<file path="config.mk">
export PLATFORM = sky130hd
export DESIGN_NAME = johnson_rx
export DESIGN_NICKNAME = d
export VERILOG_FILES = /design/src/rtl/johnson_pkg.sv /design/src/rtl/johnson_rx_phase_dec.sv /design/src/rtl/johnson_rx.sv
export SDC_FILE = /design/constraint.sdc
export NUM_CORES = 1
export LEC_CHECK = 0
export ABC_AREA = 1
export CAP_MARGIN = 10
export CORE_MARGIN = 4
export CORE_UTILIZATION = 40
export DETAILED_ROUTE_END_ITERATION = 12
export SLEW_MARGIN = 15
export SYNTH_ARGS = -nofsm -noshare
export SYNTH_HDL_FRONTEND = slang
export SYNTH_HIERARCHICAL = 1
export SYNTH_SLANG_ARGS = --single-unit
</file>
<file path="constraint.sdc">
create_clock -name clk -period 2.9 [get_ports clk]
set_clock_uncertainty 0.15 [all_clocks]
set_input_delay 0.58 -clock clk [delete_from_list [all_inputs] [get_ports clk]]
set_output_delay 0.58 -clock clk [all_outputs]
set_load 0.02 [all_outputs]
</file>
<file path="src/rtl/johnson_pkg.sv">
// Shared definitions for the Johnson (twisted-ring) code receiver.
//   - FSM state encoding for the lock tracker
//   - code width / phase count constants
//   - reference code table and the generator step function
package johnson_pkg;

  localparam int JW      = 8;
  localparam int JPHASES = 16;

  typedef enum logic [1:0] {
    ST_HUNT    = 2'd0,
    ST_ACQUIRE = 2'd1,
    ST_LOCKED  = 2'd2
  } johnson_state_e;

  // Code word for each phase 0..15, in sequence order.
  localparam logic [JW-1:0] JCODE [JPHASES] = '{
    8'h00, 8'h01, 8'h03, 8'h07, 8'h0F, 8'h1F, 8'h3F, 8'h7F,
    8'hFF, 8'hFE, 8'hFC, 8'hF8, 8'hF0, 8'hE0, 8'hC0, 8'h80
  };

  // One step of the twisted-ring generator: shift left, feed back inverted MSB.
  function automatic logic [JW-1:0] johnson_next(input logic [JW-1:0] q);
    return {q[JW-2:0], ~q[JW-1]};
  endfunction

endpackage

</file>
<file path="src/rtl/johnson_rx_phase_dec.sv">
// johnson_phase_dec: combinational decode of an 8-bit Johnson word.
// Ports:
//   code_in [7:0] in  : candidate code word
//   legal         out : code_in is one of the 16 sequence words
//   phase   [3:0] out : decoded phase (0 when illegal)
// A word with k ones packed at the LSB end is phase k (0..8); a word with
// k ones packed at the MSB end (k = 1..7) is phase 16-k.
module johnson_phase_dec
  import johnson_pkg::*;
(
  input  logic [JW-1:0] code_in,
  output logic          legal,
  output logic [3:0]    phase
);

  // Compare the word against both thermometer forms for every ones count.
  always_comb begin
    legal = 1'b0;
    phase = 4'd0;
    for (int k = 0; k <= JW; k++) begin
      if (code_in == 8'(9'h0FF >> (JW - k))) begin
        legal = 1'b1;
        phase = 4'(k);
      end else begin
        legal = legal;
      end
    end
    for (int k = 1; k < JW; k++) begin
      if (code_in == ~(8'hFF >> k)) begin
        legal = 1'b1;
        phase = 4'(JPHASES - k);
      end else begin
        legal = legal;
      end
    end
  end

endmodule

</file>
<file path="src/rtl/johnson_rx.sv">
// johnson_rx: samples Johnson code words, decodes phase, locks onto the
// 16-state sequence and counts sequence errors once locked.
// Ports:
//   clk, rst_n (sync, active-low)
//   ena            : block enable; when low strobes are ignored, state holds
//   code_valid     : sample strobe for code_in
//   code_in [7:0]  : Johnson code word
//   err_clr        : synchronous clear of err_count (works with ena low)
//   phase [3:0]    : phase of the last legal accepted sample
//   phase_valid    : pulse, last accepted sample was legal
//   locked         : tracker is in LOCKED
//   err_pulse      : pulse, sequence error while LOCKED
//   err_count[7:0] : saturating error count
// All outputs are registered; an accepted sample in cycle N shows in N+1.
module johnson_rx
  import johnson_pkg::*;
#(
  parameter int LOCK_COUNT = 4,
  parameter int MAX_MISS   = 2
) (
  input  logic          clk,
  input  logic          rst_n,
  input  logic          ena,
  input  logic          code_valid,
  input  logic [JW-1:0] code_in,
  input  logic          err_clr,
  output logic [3:0]    phase,
  output logic          phase_valid,
  output logic          locked,
  output logic          err_pulse,
  output logic [7:0]    err_count
);

  localparam logic [3:0] LOCK_CNT_C = 4'(LOCK_COUNT);
  localparam logic [2:0] MAX_MISS_C = 3'(MAX_MISS);

  johnson_state_e state_q, state_d;
  logic [3:0] exp_q, exp_d;
  logic [3:0] run_q, run_d;
  logic [2:0] miss_q, miss_d;
  logic [3:0] phase_q, phase_d;
  logic       phase_valid_q, phase_valid_d;
  logic       locked_q, locked_d;
  logic       err_pulse_q, err_pulse_d;
  logic [7:0] err_count_q, err_count_d;

  logic       accept_s;
  logic       dec_legal_s;
  logic [3:0] dec_phase_s;
  logic       seq_err_s;

  johnson_phase_dec u_dec (
    .code_in (code_in),
    .legal   (dec_legal_s),
    .phase   (dec_phase_s)
  );

  assign accept_s = ena & code_valid;

  // Lock tracker next state, phase capture and error counting.
  always_comb begin
    state_d       = state_q;
    exp_d         = exp_q;
    run_d         = run_q;
    miss_d        = miss_q;
    phase_d       = phase_q;
    phase_valid_d = 1'b0;
    seq_err_s     = 1'b0;

    if (accept_s) begin
      if (dec_legal_s) begin
        phase_d       = dec_phase_s;
        phase_valid_d = 1'b1;
      end else begin
        phase_d = phase_q;
      end

      case (state_q)
        ST_HUNT: begin
          if (dec_legal_s) begin
            exp_d   = dec_phase_s + 4'd1;
            run_d   = 4'd0;
            state_d = ST_ACQUIRE;
          end else begin
            state_d = ST_HUNT;
          end
        end
        ST_ACQUIRE: begin
          if (!dec_legal_s) begin
            state_d = ST_HUNT;
          end else if (dec_phase_s == exp_q) begin
            run_d = run_q + 4'd1;
            exp_d = exp_q + 4'd1;
            if (run_q + 4'd1 == LOCK_CNT_C) begin
              state_d = ST_LOCKED;
              miss_d  = 3'd0;
            end else begin
              state_d = ST_ACQUIRE;
            end
          end else begin
            run_d = 4'd0;
            exp_d = dec_phase_s + 4'd1;
          end
        end
        ST_LOCKED: begin
          // Flywheel: expectation advances on every accepted sample.
          exp_d = exp_q + 4'd1;
          if (dec_legal_s && (dec_phase_s == exp_q)) begin
            miss_d = 3'd0;
          end else begin
            seq_err_s = 1'b1;
            miss_d    = miss_q + 3'd1;
            if (miss_q + 3'd1 == MAX_MISS_C) begin
              state_d = ST_HUNT;
            end else begin
              state_d = ST_LOCKED;
            end
          end
        end
        default: begin
          state_d = ST_HUNT;
        end
      endcase
    end else begin
      state_d = state_q;
    end

    err_pulse_d = seq_err_s;
    locked_d    = (state_d == ST_LOCKED);

    // Clear wins over a same-cycle error; count saturates at 255.
    if (err_clr) begin
      err_count_d = 8'd0;
    end else if (seq_err_s && (err_count_q != 8'hFF)) begin
      err_count_d = err_count_q + 8'd1;
    end else begin
      err_count_d = err_count_q;
    end
  end

  // State and output registers with synchronous active-low reset.
  always_ff @(posedge clk) begin
    if (!rst_n) begin
      state_q       <= ST_HUNT;
      exp_q         <= 4'd0;
      run_q         <= 4'd0;
      miss_q        <= 3'd0;
      phase_q       <= 4'd0;
      phase_valid_q <= 1'b0;
      locked_q      <= 1'b0;
      err_pulse_q   <= 1'b0;
      err_count_q   <= 8'd0;
    end else begin
      state_q       <= state_d;
      exp_q         <= exp_d;
      run_q         <= run_d;
      miss_q        <= miss_d;
      phase_q       <= phase_d;
      phase_valid_q <= phase_valid_d;
      locked_q      <= locked_d;
      err_pulse_q   <= err_pulse_d;
      err_count_q   <= err_count_d;
    end
  end

  assign phase       = phase_q;
  assign phase_valid = phase_valid_q;
  assign locked      = locked_q;
  assign err_pulse   = err_pulse_q;
  assign err_count   = err_count_q;

endmodule

</file>
* Yosys cells after proc, flatten, opt, wreduce, memory -nomap -nowiden
Index checks and enable logic that the tools add are counted.
** Cells by class
- Order comparisons :: 0
- Div/mod/pow operators :: 0
- Multiplexer cells :: 56
- Reductions and logical operators :: 13
- Bitwise gates (word level) :: 2
- Add/sub/neg operators :: 5
- Shift operators :: 0
- Equality and inequality tests :: 26
- $mul :: 0
** Operator list (number)
- $eq A8 B8 Y1 const B :: 8
- $mux W4 :: 14
- $mux W3 :: 8
- $mux W1 :: 22
- $mux W2 :: 8
- $add A4 B1 Y4 const B :: 3
- $pmux W4 S3 :: 1
- $add A8 B1 Y8 const B :: 1
- $eq A8 B1 Y1 const B :: 1
- $eq A8 B2 Y1 const B :: 1
- $eq A8 B3 Y1 const B :: 1
- $eq A8 B4 Y1 const B :: 1
- $eq A8 B5 Y1 const B :: 1
- $eq A8 B6 Y1 const B :: 1
- $eq A8 B7 Y1 const B :: 1
- $logic_not A8 Y1 :: 1
- $ne A2 B2 Y1 const B :: 4
- $ne A8 B8 Y1 const B :: 1
- $pmux W4 S2 :: 1
- $reduce_and A4 Y1 :: 2
- $pmux W2 S3 :: 1
- $pmux W3 S2 :: 1
- $reduce_and A5 Y1 :: 1
- $eq A2 B2 Y1 const B :: 2
- 13 further kinds :: 16
** Storage, ports and cells
- Flip-flop bits (word level) :: 28
- Bits in writable memories :: 0
- Memories :: 0
- Input bits :: 13
- Memory bits (read-only) :: 0
- Latch bits :: 0

* Longest topological paths before layout
- Depth in word-level cells :: 22
- Mapped depth :: 22
- Gate-level depth less buffers :: 22

* Hierarchy
Netlist, hierarchy kept.
** Modules (own cells, without submodules)
- johnson_rx :: area an instance 1690.4 um^2, seq. area each 560.5 um^2, cells an instance 240, instances 1
- johnson_phase_dec :: area an instance 344.1 um^2, seq. area each 0.0 um^2, cells an instance 73, instances 1

* Worst setup path before layout
Ideal clock, no wire load.
- Path type :: input to register
- Start point :: in code_in[6]
- End point :: reg miss_q[1]
- Stages :: 16
- Setup slack :: 0.580 ns
- Path buffers :: 0
- Library setup time :: 0.113 ns
- Required time :: 2.637 ns
- Arrival :: 2.057 ns
- Path through :: nor2_1 nand2_1 nor3_1 nor2_1 nand3_1 inv_1 nand2_1 nand2_1 inv_1 nand2_1 nor2_4 nand2_4 o21ai_4 nand2_2 o21ai_1 nor2_1
** RTL lines
- start: declaration :: line johnson_rx.sv:25 : input logic [JW-1:0] code_in,
- $eq A8 B2 Y1 :: line johnson_rx_phase_dec.sv:21 : if (code_in == 8'(9'h0FF >> (JW - k))) begin
- $mux W2 (2 in series) :: line johnson_rx_phase_dec.sv:21
- $mux W3 (4 in series) :: line johnson_rx_phase_dec.sv:21
- $mux W4 :: line johnson_rx_phase_dec.sv:21
- $mux W4 (6 in series) :: line johnson_rx_phase_dec.sv:29 : if (code_in == ~(8'hFF >> k)) begin
- $mux W4 * :: line johnson_rx_phase_dec.sv:29
- net dec_phase_s[1] :: line johnson_rx.sv:49 : logic [3:0] dec_phase_s;
- $eq A4 B4 Y1 * :: line johnson_rx.sv:91, johnson_rx.sv:108
- $logic_and A1 B1 Y1 :: line johnson_rx.sv:108 : if (dec_legal_s && (dec_phase_s == exp_q)) begin
- $mux W3 :: line johnson_rx.sv:108
- $pmux W3 S2 :: line johnson_rx.sv:78 : case (state_q)
- end signal: assignment :: line johnson_rx.sv:157 : miss_q <= miss_d;
- end: declaration :: line johnson_rx.sv:40 : logic [2:0] miss_q, miss_d;
Mark *: on every way through the listed nets, which the timed path passes. The rest lies on a longest branch.
A chain may end at the register's enable or synchronous reset.

* Worst setup path in the final report
- Start point :: in code_in[3]
- End point :: reg miss_q[1]
** Between the ends
- Longest elaborated chain between the ends :: 20
** RTL lines (line)
- $eq A8 B1 Y1 :: johnson_rx_phase_dec.sv:21
- $mux W1 :: johnson_rx_phase_dec.sv:21
- $mux W2 (2 in series) :: johnson_rx_phase_dec.sv:21
- $mux W3 (4 in series) :: johnson_rx_phase_dec.sv:21
- $mux W4 :: johnson_rx_phase_dec.sv:21
- $mux W4 (6 in series) :: johnson_rx_phase_dec.sv:29
- $mux W4 * :: johnson_rx_phase_dec.sv:29
- net dec_phase_s[0] :: johnson_rx.sv:49
- $eq A4 B4 Y1 * :: johnson_rx.sv:91, johnson_rx.sv:108
- $logic_and A1 B1 Y1 :: johnson_rx.sv:108
- $mux W3 :: johnson_rx.sv:108
- $pmux W3 S2 :: johnson_rx.sv:78
Marks and branches as above.

==> summary.md <==
| Metric | Value |
|---|---|
| CP dominant cell by count | nand2_1 |
| Most used DFF post-synth | dfxtp_1 |
| Port Buffers | 27 |
| Seq cells post-synth | 28 |
| Cts hold-fix bufs | 0 |
| Max_cap viols | 0 |
| Chip Height | 79.3 um |
| DRC | 0 |
| Syn_area_per_cell | 6.50 sq um |
| Share of cells above drive strength 1 | 0.177 |
| Final hold vios | 0 |
| Clock Latency Late Sink | 280 ps |
| Critical path cell sequence | dlymetal6s2s_1 > nor2_2 > inv_1 > nor2_4 > nand2_1 > nand2_1 > nor2_1 > nand2_1 > inv_1 > nand2_1 > nand2_1 > inv_1 > nand2_1 > nor2_4 > nand2_4 > o21ai_4 > nand2_2 > o21ai_2 > nor2_1 |
| # diodes | 0 |
| Drt pass-1 iters | 4 |
| Fin worst setup slack | 456 ps |
| Critical path's largest stage delay | 190 ps |
| CP delay by family, top | simple AND/OR/NAND/NOR gates |
| Synth Net Count | 337 |
| Initial core utilization | 0.422 |
| Crit start category | input pin |
| Sink Count | 28 |
| Finished Cell Area | 2700 sq um |
| VDD IR-drop max | 303 uV |
| Crit path max fanout | 6 |
| WP buf/inv | 4 |
| Core footprint | 4820 sq um |
| Total track usage | 0.159 |
| Reg-to-reg startpoint | state_q[1] |
| Worst rel slew slack | 0.682 |
| CTS tree | yes |
| Synthesized area | 2030 sq um |
| Synth warnings | 6 |
| Pre-CTS setup slack | -216 ps |
| Post-synth EDFFs | 0 |
| Worst-path clk slew | 100 ps |
| CTS max path bufs | 2 |
| CP endpoint kind | flip-flop |
| Critical path type | in2reg |
| Final Critical Period | 2440 ps |
| RD Place Congestion | 0.836 |
| Reg area | 561 sq um |
| Root buffer cell | clkbuf_8 |
| Area occupied by multi-input gates | 1310 sq um |
| Vias in the first global route | 1868 |
| Worst-margin pin slew | 477 ps |
| Slowest CP cell | o21ai_4 |
| Hold_sp | miss_q[2] |
| Pin count of the biggest net entering global routing | 17 |
| Leakage | 1.33 nW |
| Seq/Total Area, Yosys | 0.276 |
| Area Growth Syn to Fin | 32.9% |
| Max-slew violation count | 0 |
| Grt ovf | 0 |
| Die footprint | 6290 sq um |
| Post-DP Area | 2560 sq um |
| Post-DP HPWL | 3.65 mm |
| Final setup TNS | 0 ps |
| Max Fclk | 409 MHz |
| Unrepaired setup endpoints after global routing | false |
| Initial antenna violation count | 0 |
| Tcrit/Tclk final | 0.843 |
| Status | completed |
| PwrDens | 300 nW/um^2 |
| Crit path launch | code_in[3] |
| Final wirelength | 4.77 mm |
| Die width | 79.3 um |
| Fillers | 501 |
| I/O pin count | 28 |
| Final hold slack | 331 ps |
| Crit path DAT | 2460 ps |
| Ys async rst share | 0 |
| H-Tree Depth | 1 |
| DRT antenna net count | 0 |
| Inserted Clock Buffers | 3 |
| Setup violators final | 0 |
| Initial DRC count | 94 |
| Vias | 2034 |
| First-pass GRT wire length | 8.14 mm |
| Mapped Cells | 313 |
| Cell row count | 25 |
| Wire length per cell | 11.0 um |
| Fin nets | 393 |
| Hold WC Path Type | reg2reg |
| Vias per cell | 4.68 |
| Yosys cell types | 28 |
| Worst EP required | 2910 ps |
layer usage:
metal / routed length, um / vias to the layer above / track usage
met1: 2370 / 868 / 0.213
met4: 85 / 0 / 0.0584
met3: 207 / 9 / 0.0283
li1: - / 1112 / -
met5: 0 / - / 0
met2: 2110 / 45 / 0.256
cell usage after synthesis (2+ instances only):
library cell | count | area [sq um]
a211oi_1 | 3 | 22.5
a21oi_1 | 27 | 135
clkbuf_1 | 2 | 7.51
dfxtp_1 | 28 | 561
ha_1 | 11 | 138
inv_1 | 46 | 173
nand2_1 | 74 | 278
nand2_2 | 6 | 37.5
nand2_4 | 3 | 33.8
nand3_1 | 29 | 145
nand3_2 | 5 | 50.1
nand3b_1 | 2 | 15.0
nand4_1 | 3 | 18.8
nor2_1 | 30 | 113
nor2_2 | 4 | 25.0
nor2_4 | 3 | 33.8
nor3_1 | 3 | 15.0
o211ai_1 | 2 | 15.0
o21ai_0 | 13 | 65.1
o21ai_1 | 3 | 15.0
xnor2_1 | 4 | 35.0
xor2_1 | 6 | 52.6
sequential cells by signal, summed over array words and instances (netlist names):
| register | cells |
|---|---|
| miss_q | 3 |
| phase | 4 |
| locked | 1 |
| err_pulse | 1 |
| state_q | 2 |
| exp_q | 4 |
| phase_valid | 1 |
| err_count | 8 |
| run_q | 4 |
what timing repair did:
item                       in CTS  in global routing
gates resized for setup         0                 19
setup endpoints to repair       0                 21
buffers inserted                0                  1
power breakdown:
group	internal [mW]	leakage, nW	switching, mW
sequential	0.387	0.226	0.00232
combinational	0.0486	1.07	0.0609
clock	0.185	0.0357	0.126
total	0.620	1.33	0.189
tightest hold or removal path, cell delays in order, from the launching register on:
cell and delay (ps):
dfxtp_1 330, nand3_1 70, nand2_1 40
area by class of cell:
type	count	area share
Inverter	48	0.0676
Clock inverter	1	0.0111
Timing Repair Buffer	54	0.182
Sequential cell	28	0.207
Multi-Input combinational cell	234	0.485
Tap cell	67	0.0310
Clock buffer	3	0.0153
final timing paths:
check,depth (start not counted),slack [ps],endpoint
worst min-delay path,2,330,miss_q[2]
worst max-delay path,19,460,miss_q[1]
worst min register to register,2,330,miss_q[2]
worst max register to register,8,950,exp_q[3]
kinds of logic (layout without fill, tap and decap cells):
| logic type | Yosys count | in the layout | synth area share |
|---|---|---|---|
| simple gates | 163 | 163 | 0.379 |
| buf+inv | 51 | 106 | 0.0990 |
| compound gates | 50 | 50 | 0.136 |
| flops | 28 | 28 | 0.276 |
| fa+ha+maj | 11 | 11 | 0.0676 |
| xor+xnor | 10 | 10 | 0.0430 |
cells in the final DEF, fill, tap and decap left out:
cell | netlist | layout
a211oi_1 | 3 | 3
xnor2_1 | 4 | 3
dfxtp_1 | 28 | 28
nor2_2 | 4 | 5
buf_4 | 0 | 27
inv_4 | 1 | 1
nand2_1 | 74 | 72
inv_1 | 46 | 46
a21oi_2 | 0 | 1
o21ai_1 | 3 | 3
o21ai_0 | 13 | 12
bufinv_16 | 0 | 1
o21a_1 | 1 | 1
nor2_1 | 30 | 28
o21ai_4 | 1 | 1
o21ai_2 | 0 | 1
nor2_4 | 3 | 4
nand4_1 | 3 | 3
nand3b_1 | 2 | 2
ha_1 | 11 | 11
nand3_2 | 5 | 6
nand2_4 | 3 | 3
or2_2 | 1 | 1
clkbuf_8 | 0 | 3
nor3_2 | 0 | 1
xor2_1 | 6 | 6
a21oi_1 | 27 | 26
nand3_1 | 29 | 28
xnor2_2 | 0 | 1
o211ai_1 | 2 | 2
clkdlybuf4s50_1 | 0 | 19
inv_2 | 1 | 1
nor3_1 | 3 | 2
dlymetal6s2s_1 | 0 | 8
nand2_2 | 6 | 8
stage by stage:
stage | power, mW | std cells | utilization
6_report | 0.810 | 435 | 0.561
5_1_grt | 0.846 | 435 | 0.561
4_1_cts | 0.814 | 434 | 0.547
3_5_place_dp | 0.502 | 430 | 0.532
3_3_place_gp | 0.502 | 430 | 0.532
2_1_floorplan | 0.453 | 313 | -
Note: power is estimated with default switching activity, not from simulation.
